[src/rtl/fifo_ser_pkg.sv]
// Shared types and sizing helpers for the FIFO byte serializer.
// Optional word counter on the top is enabled by FIFO_BYTE_SERIALIZER_WORD_COUNT_EN.
package fifo_ser_pkg;

   typedef enum logic [1:0] {
      IDLE  = 2'd0,
      FETCH = 2'd1,
      LOAD  = 2'd2,
      SEND  = 2'd3
   } state_e;

   // Bytes per FIFO word.
   function automatic int unsigned nb(input int unsigned data_width);
      return data_width / 8;
   endfunction

   // Byte index width; at least one bit so NB=1 still has a legal vector.
   function automatic int unsigned idx_w(input int unsigned data_width);
      return (data_width / 8 > 1) ? $clog2(data_width / 8) : 1;
   endfunction

endpackage

[src/rtl/byte_select.sv]
// Combinational byte mux: picks byte idx_i of word_i in MSB-first or LSB-first order.
module byte_select
   import fifo_ser_pkg::*;
#(
   parameter int unsigned data_width = 16,
   parameter bit          MSB_FIRST  = 1'b1
) (
   input  logic [data_width-1:0]            word_i,
   input  logic [idx_w(data_width)-1:0]     idx_i,
   output logic [7:0]                       byte_c
);

   localparam int unsigned NB_C = nb(data_width);
   localparam int unsigned IW   = idx_w(data_width);

   always_comb begin
      byte_c = 8'h00;
      for (int unsigned i = 0; i < NB_C; i++) begin
         if (idx_i == IW'(i)) begin
            byte_c = MSB_FIRST ? word_i[data_width-1-8*i -: 8] : word_i[8*i +: 8];
         end
      end
   end

endmodule

[src/rtl/fifo_byte_serializer.sv]
// Read-side FIFO consumer: pops one word, then streams it out byte by byte on valid/ready.
// Define FIFO_BYTE_SERIALIZER_WORD_COUNT_EN to add a saturating popped-word counter.
module fifo_byte_serializer
   import fifo_ser_pkg::*;
#(
   parameter int unsigned data_width = 16,
   parameter bit          MSB_FIRST  = 1'b1
) (
   input  logic                  rclk,
   input  logic                  rrst_n,
   input  logic                  enable,
   input  logic                  rempty,
   input  logic [data_width-1:0] rdata,
   output logic                  rinc,
   output logic [7:0]            byte_data,
   output logic                  byte_valid,
   input  logic                  byte_ready,
`ifdef FIFO_BYTE_SERIALIZER_WORD_COUNT_EN
   input  logic                  count_clr,
   output logic [31:0]           word_count,
`endif
   output logic                  busy
);

   localparam int unsigned   NB_C     = nb(data_width);
   localparam int unsigned   IW       = idx_w(data_width);
   localparam logic [IW-1:0] LAST_IDX = IW'(NB_C - 1);

   state_e                  state_q, state_d;
   logic [IW-1:0]           idx_q, idx_d;
   logic [data_width-1:0]   word_q, word_d;
   logic                    rinc_q, rinc_d;
   logic                    valid_q, valid_d;
   logic [7:0]              data_q, data_d;
   logic [7:0]              sel_byte_c;

   // Selector looks at the next-state word/index so byte_data can stay registered.
   byte_select #(
      .data_width (data_width),
      .MSB_FIRST  (MSB_FIRST)
   ) u_byte_select (
      .word_i (word_d),
      .idx_i  (idx_d),
      .byte_c (sel_byte_c)
   );

   always_ff @(posedge rclk or negedge rrst_n) begin
      if (!rrst_n) begin
         state_q <= IDLE;
         idx_q   <= '0;
         word_q  <= '0;
         rinc_q  <= 1'b0;
         valid_q <= 1'b0;
         data_q  <= 8'h00;
      end else begin
         state_q <= state_d;
         idx_q   <= idx_d;
         word_q  <= word_d;
         rinc_q  <= rinc_d;
         valid_q <= valid_d;
         data_q  <= data_d;
      end
   end

   // rinc is raised from FETCH so its registered copy is high exactly during LOAD.
   always_comb begin
      state_d = state_q;
      idx_d   = idx_q;
      word_d  = word_q;
      rinc_d  = 1'b0;
      valid_d = valid_q;
      data_d  = data_q;
      case (state_q)
         IDLE: begin
            if (enable && !rempty) state_d = FETCH;
         end
         FETCH: begin
            rinc_d  = 1'b1;
            state_d = LOAD;
         end
         LOAD: begin
            word_d  = rdata;
            idx_d   = '0;
            valid_d = 1'b1;
            data_d  = sel_byte_c;
            state_d = SEND;
         end
         SEND: begin
            if (valid_q && byte_ready) begin
               if (idx_q == LAST_IDX) begin
                  valid_d = 1'b0;
                  state_d = IDLE;
               end else begin
                  idx_d  = idx_q + 1'b1;
                  data_d = sel_byte_c;
               end
            end
         end
         default: state_d = IDLE;
      endcase
   end

   assign rinc       = rinc_q;
   assign byte_valid = valid_q;
   assign byte_data  = data_q;
   assign busy       = (state_q != IDLE);

`ifdef FIFO_BYTE_SERIALIZER_WORD_COUNT_EN
   logic [31:0] count_q;

   // Popped-word counter; clear wins over increment, holds at all-ones.
   always_ff @(posedge rclk or negedge rrst_n) begin
      if (!rrst_n) begin
         count_q <= 32'd0;
      end else if (count_clr) begin
         count_q <= 32'd0;
      end else if (rinc_q && (count_q != 32'hFFFF_FFFF)) begin
         count_q <= count_q + 32'd1;
      end
   end

   assign word_count = count_q;
`endif

endmodule

[config.mk]
export PLATFORM = sky130hd
export DESIGN_NAME = fifo_byte_serializer
export DESIGN_NICKNAME = d
export VERILOG_FILES = /design/src/rtl/fifo_ser_pkg.sv /design/src/rtl/byte_select.sv /design/src/rtl/fifo_byte_serializer.sv
export SDC_FILE = /design/constraint.sdc
export NUM_CORES = 1
export LEC_CHECK = 0
export BUFFER_PORTS_ARGS = -buffer_cell sky130_fd_sc_hd__buf_2
export CORE_MARGIN = 2
export CORE_UTILIZATION = 45
export DETAILED_ROUTE_END_ITERATION = 10
export PLACE_DENSITY = 0.72
export SETUP_SLACK_MARGIN = 0.02
export SLEW_MARGIN = 25
export SYNTH_ARGS = -nofsm -noshare
export SYNTH_HDL_FRONTEND = slang
export SYNTH_SLANG_ARGS = --single-unit
[constraint.sdc]
create_clock -name rclk -period 1.8 [get_ports rclk]
set_input_delay 0.36 -clock rclk [delete_from_list [all_inputs] [get_ports rclk]]
set_output_delay 0.36 -clock rclk [all_outputs]
set_load 0.02 [all_outputs]
==> results by group <==
Power
  – Power per cell area: 1960 mW/mm^2
  – Worst-case vdd ir drop: 0.000789 V
  – Total chip power: 3.11 mW
  – Lkg Pwr: 0.746 nW

Critical path
  – Worst reg2reg setup slack: 0.14 ns
  – Arr. time, crit path: 1.87 ns
  – R2R Path Start: state_q[0]
  – Startpoint class of the critical path: register
  – Critical path capture point type: register
  – CP max FO: 8
  – Worst R2R Path Depth: 6
  – Worst reg2reg path endpoint: byte_data[1]
  – WS Path Type: register to register
  – Req. time, crit path: 2.01 ns

Cells and area
  – Cell area after layout: 0.00159 sq mm
  – Fraction of layout cells with a size suffix above 1: 36.1%
  – Fillers: 235
  – Final antenna diode count: 0
  – Area Overhead vs Synth: 16.8%
  – Fin nets: 170

Yosys
  – Syn Inst Count: 110
  – Synthesized Nets: 136
  – Register area share after synthesis: 53.5%
  – YS warnings: 0
  – Yosys cell types: 22
  – EDFF count, synth: 0
  – Synthesized cell area: 0.00136 sq mm
  – Post-synth top area cell: dfrtp_1
  – Async S/R FF share, synth: 100%
  – Synth top area share: 53.5%
  – Top FF cell, synth: dfrtp_1
  – Number of synthesized register bits: 29
  – Avg Inst Size Synth: 12.3 sq um
  – Area contributors post-synth: dfrtp_1 53%, mux2_1 10%, ha_1 4.6%

Timing
  – Final Max Slew Viols: 0
  – Setup violators final: 0
  – Worst slew margin: 57.8%
  – Final period util: 92.5%
  – Hold slack final: 0.0540 ns
  – RSZ-0062 raised after global routing: false
  – Peak Freq: 601 MHz
  – Worst slew pin tran: 0.634 ns
  – PnR worst setup slack: 0.135 ns
  – Crit path time final: 1.66 ns
  – TNS Setup: 0 ns
  – Clock skew: 0.00249 ns
  – Final hold vios: 0

GRT
  – GRT overflow: 0
  – Pin count of the biggest net entering global routing: 30
  – Number of global-route vias before repair: 963
  – Met1 usage: 21.7%
  – Met3 GRT Util: 4.40%
  – Global-route wire length before repair: 4.25 mm
  – GRT met2 Usage: 25.4%
  – Global Route Usage Sum: 16.6%
  – Initial antenna violation count: 0
  – Top Usage Layer GRT: met2

Floorplan
  – Die X: 58.9 microns
  – # rows: 19
  – Initial Utilization: 48.4%
  – Die height: 58.9 microns
  – I/O pin cnt: 32
  – Core area: 0.00281 sq mm
  – DIE AREA: 0.00347 sq mm

Route
  – Detailed Route WL: 2.56 mm
  – Routed len/inst: 14.6 microns
  – Post-DRT Antenna Nets: 0
  – Drt via density: 5.39
  – DRC viols: 4
  – First DRT Iteration DRCs: 19
  – Iteration count of the initial detailed-routing pass: 7
  – Vias: 943

Hold path
  – Hold/Removal Path Class: primary input to asynchronous set/reset pin

Clock tree
  – CTS H-tree depth: 2
  – Root Buffer: clkbuf_4
  – CTS tree: built
  – Total CTS buffers: 5
  – CTS Buffer Depth: 2
  – Sink Count: 29
  – Clock-pin transition on the worst setup and hold timing paths: 0.08 ns
  – Clock latency on the worst-skew pair: 0.32 ns
  – Post-CTS setup buffer count: 0

Placement
  – HPWL reported at the end of detailed placement: 1.93 mm
  – Gpl congestion: 0.723
  – Placed Instance Area: 0.00151 sq mm
  – Post-Place Worst Slack: 0.0656 ns
  – Port Buffers: 31

Status
  – Failing checks: DRC
  – Status: finished, violations left

Run
  – Max cap viols: 0
stage by stage:
stage               std cells  util, %
CTS                       175     55.9
detailed placement        168     54.0
global route              175     56.5
global placement          168     54.0
floorplan                 110        -
finish                    175     56.5
sequential cells by signal (all words and copies together) (netlist names):
signal,flops
word_q,16
byte_data,8
state_q,2
byte_valid,1
idx_q,1
rinc,1
what timing repair did:
item                       in CTS  in global routing
hold buffers                    0                  0
resized for setup               0                  4
setup endpoints to repair       0                  8
cell families after synthesis:
group                      share of synthesized area [%]
adders and majority gates                           4.61
muxes                                               14.8
DFF                                                 53.5
and+or+nand+nor                                     11.4
AOI/OAI and AO/OA                                   9.86
buffers and inverters                               5.81
report_power, final:
| part | switching [mW] | internal [mW] |
|---|---|---|
| Sequential | 0.158 | 0.990 |
| Clock | 0.204 | 0.184 |
| Combinational | 0.898 | 0.675 |
Yosys cell counts, drive strengths merged (2+ instances only):
master and number:
dfrtp 29, buf 8, nand2b 2, nor3 8, mux2 17, nand2 2
nand3 9, o31ai 8, nor2 3, a21oi 9, inv 3, ha 5
worst max-delay path: stages (launching register included):
cell	delay, ns
dfrtp_1	0.42
inv_2	0.10
ha_2	0.21
buf_4	0.17
mux2_2	0.36
nor3_1	0.21
o31ai_1	0.09
layout by cell type (no fill, tap or decap):
| cell type | instances |
|---|---|
| and2_4 | 1 |
| nand2_1 | 2 |
| clkbuf_8 | 1 |
| ha_1 | 4 |
| inv_1 | 2 |
| inv_2 | 1 |
| nand2b_1 | 2 |
| a31oi_4 | 1 |
| nand4b_4 | 1 |
| nor2b_1 | 1 |
| buf_2 | 31 |
| nand3_1 | 9 |
| buf_4 | 4 |
| mux2_1 | 12 |
| ha_2 | 1 |
| mux2i_1 | 1 |
| clkbuf_1 | 1 |
| mux2_2 | 5 |
| a22oi_1 | 1 |
| nor2_1 | 3 |
| nor3_1 | 7 |
| o31ai_1 | 8 |
| nor3_2 | 1 |
| clkbuf_4 | 5 |
| dfrtp_1 | 29 |
| a21oi_1 | 9 |
| a31o_1 | 1 |
worst max-delay path by stage:
stage	startpoint	endpoint	slack [ns]	cells after the start
2_1_floorplan	state_q[0]	byte_data[0]	0.22	7
3_3_place_gp	state_q[0]	byte_data[1]	0.13	6
3_5_place_dp	state_q[0]	byte_data[5]	0.07	6
4_1_cts	state_q[0]	byte_data[5]	0.04	6
5_1_grt	state_q[0]	byte_data[1]	0.04	6
6_report	state_q[0]	byte_data[1]	0.14	6
metal layers:
layer | vias to the layer above | wire length (microns)
li1 | 462 | -
met1 | 446 | 1150
met2 | 30 | 1210
met3 | 5 | 158
met4 | 0 | 40
met5 | - | 0
cell type report:
class	count	area [sq um]	area share (%)
sequential	29	726	45.8
multi-input combinational	70	569	35.9
timing repair buffer	35	185	11.7
clock buffer	7	55.1	3.47
tap	31	38.8	2.45
inverter	3	11.3	0.710
(Power assumes the default switching activity.)
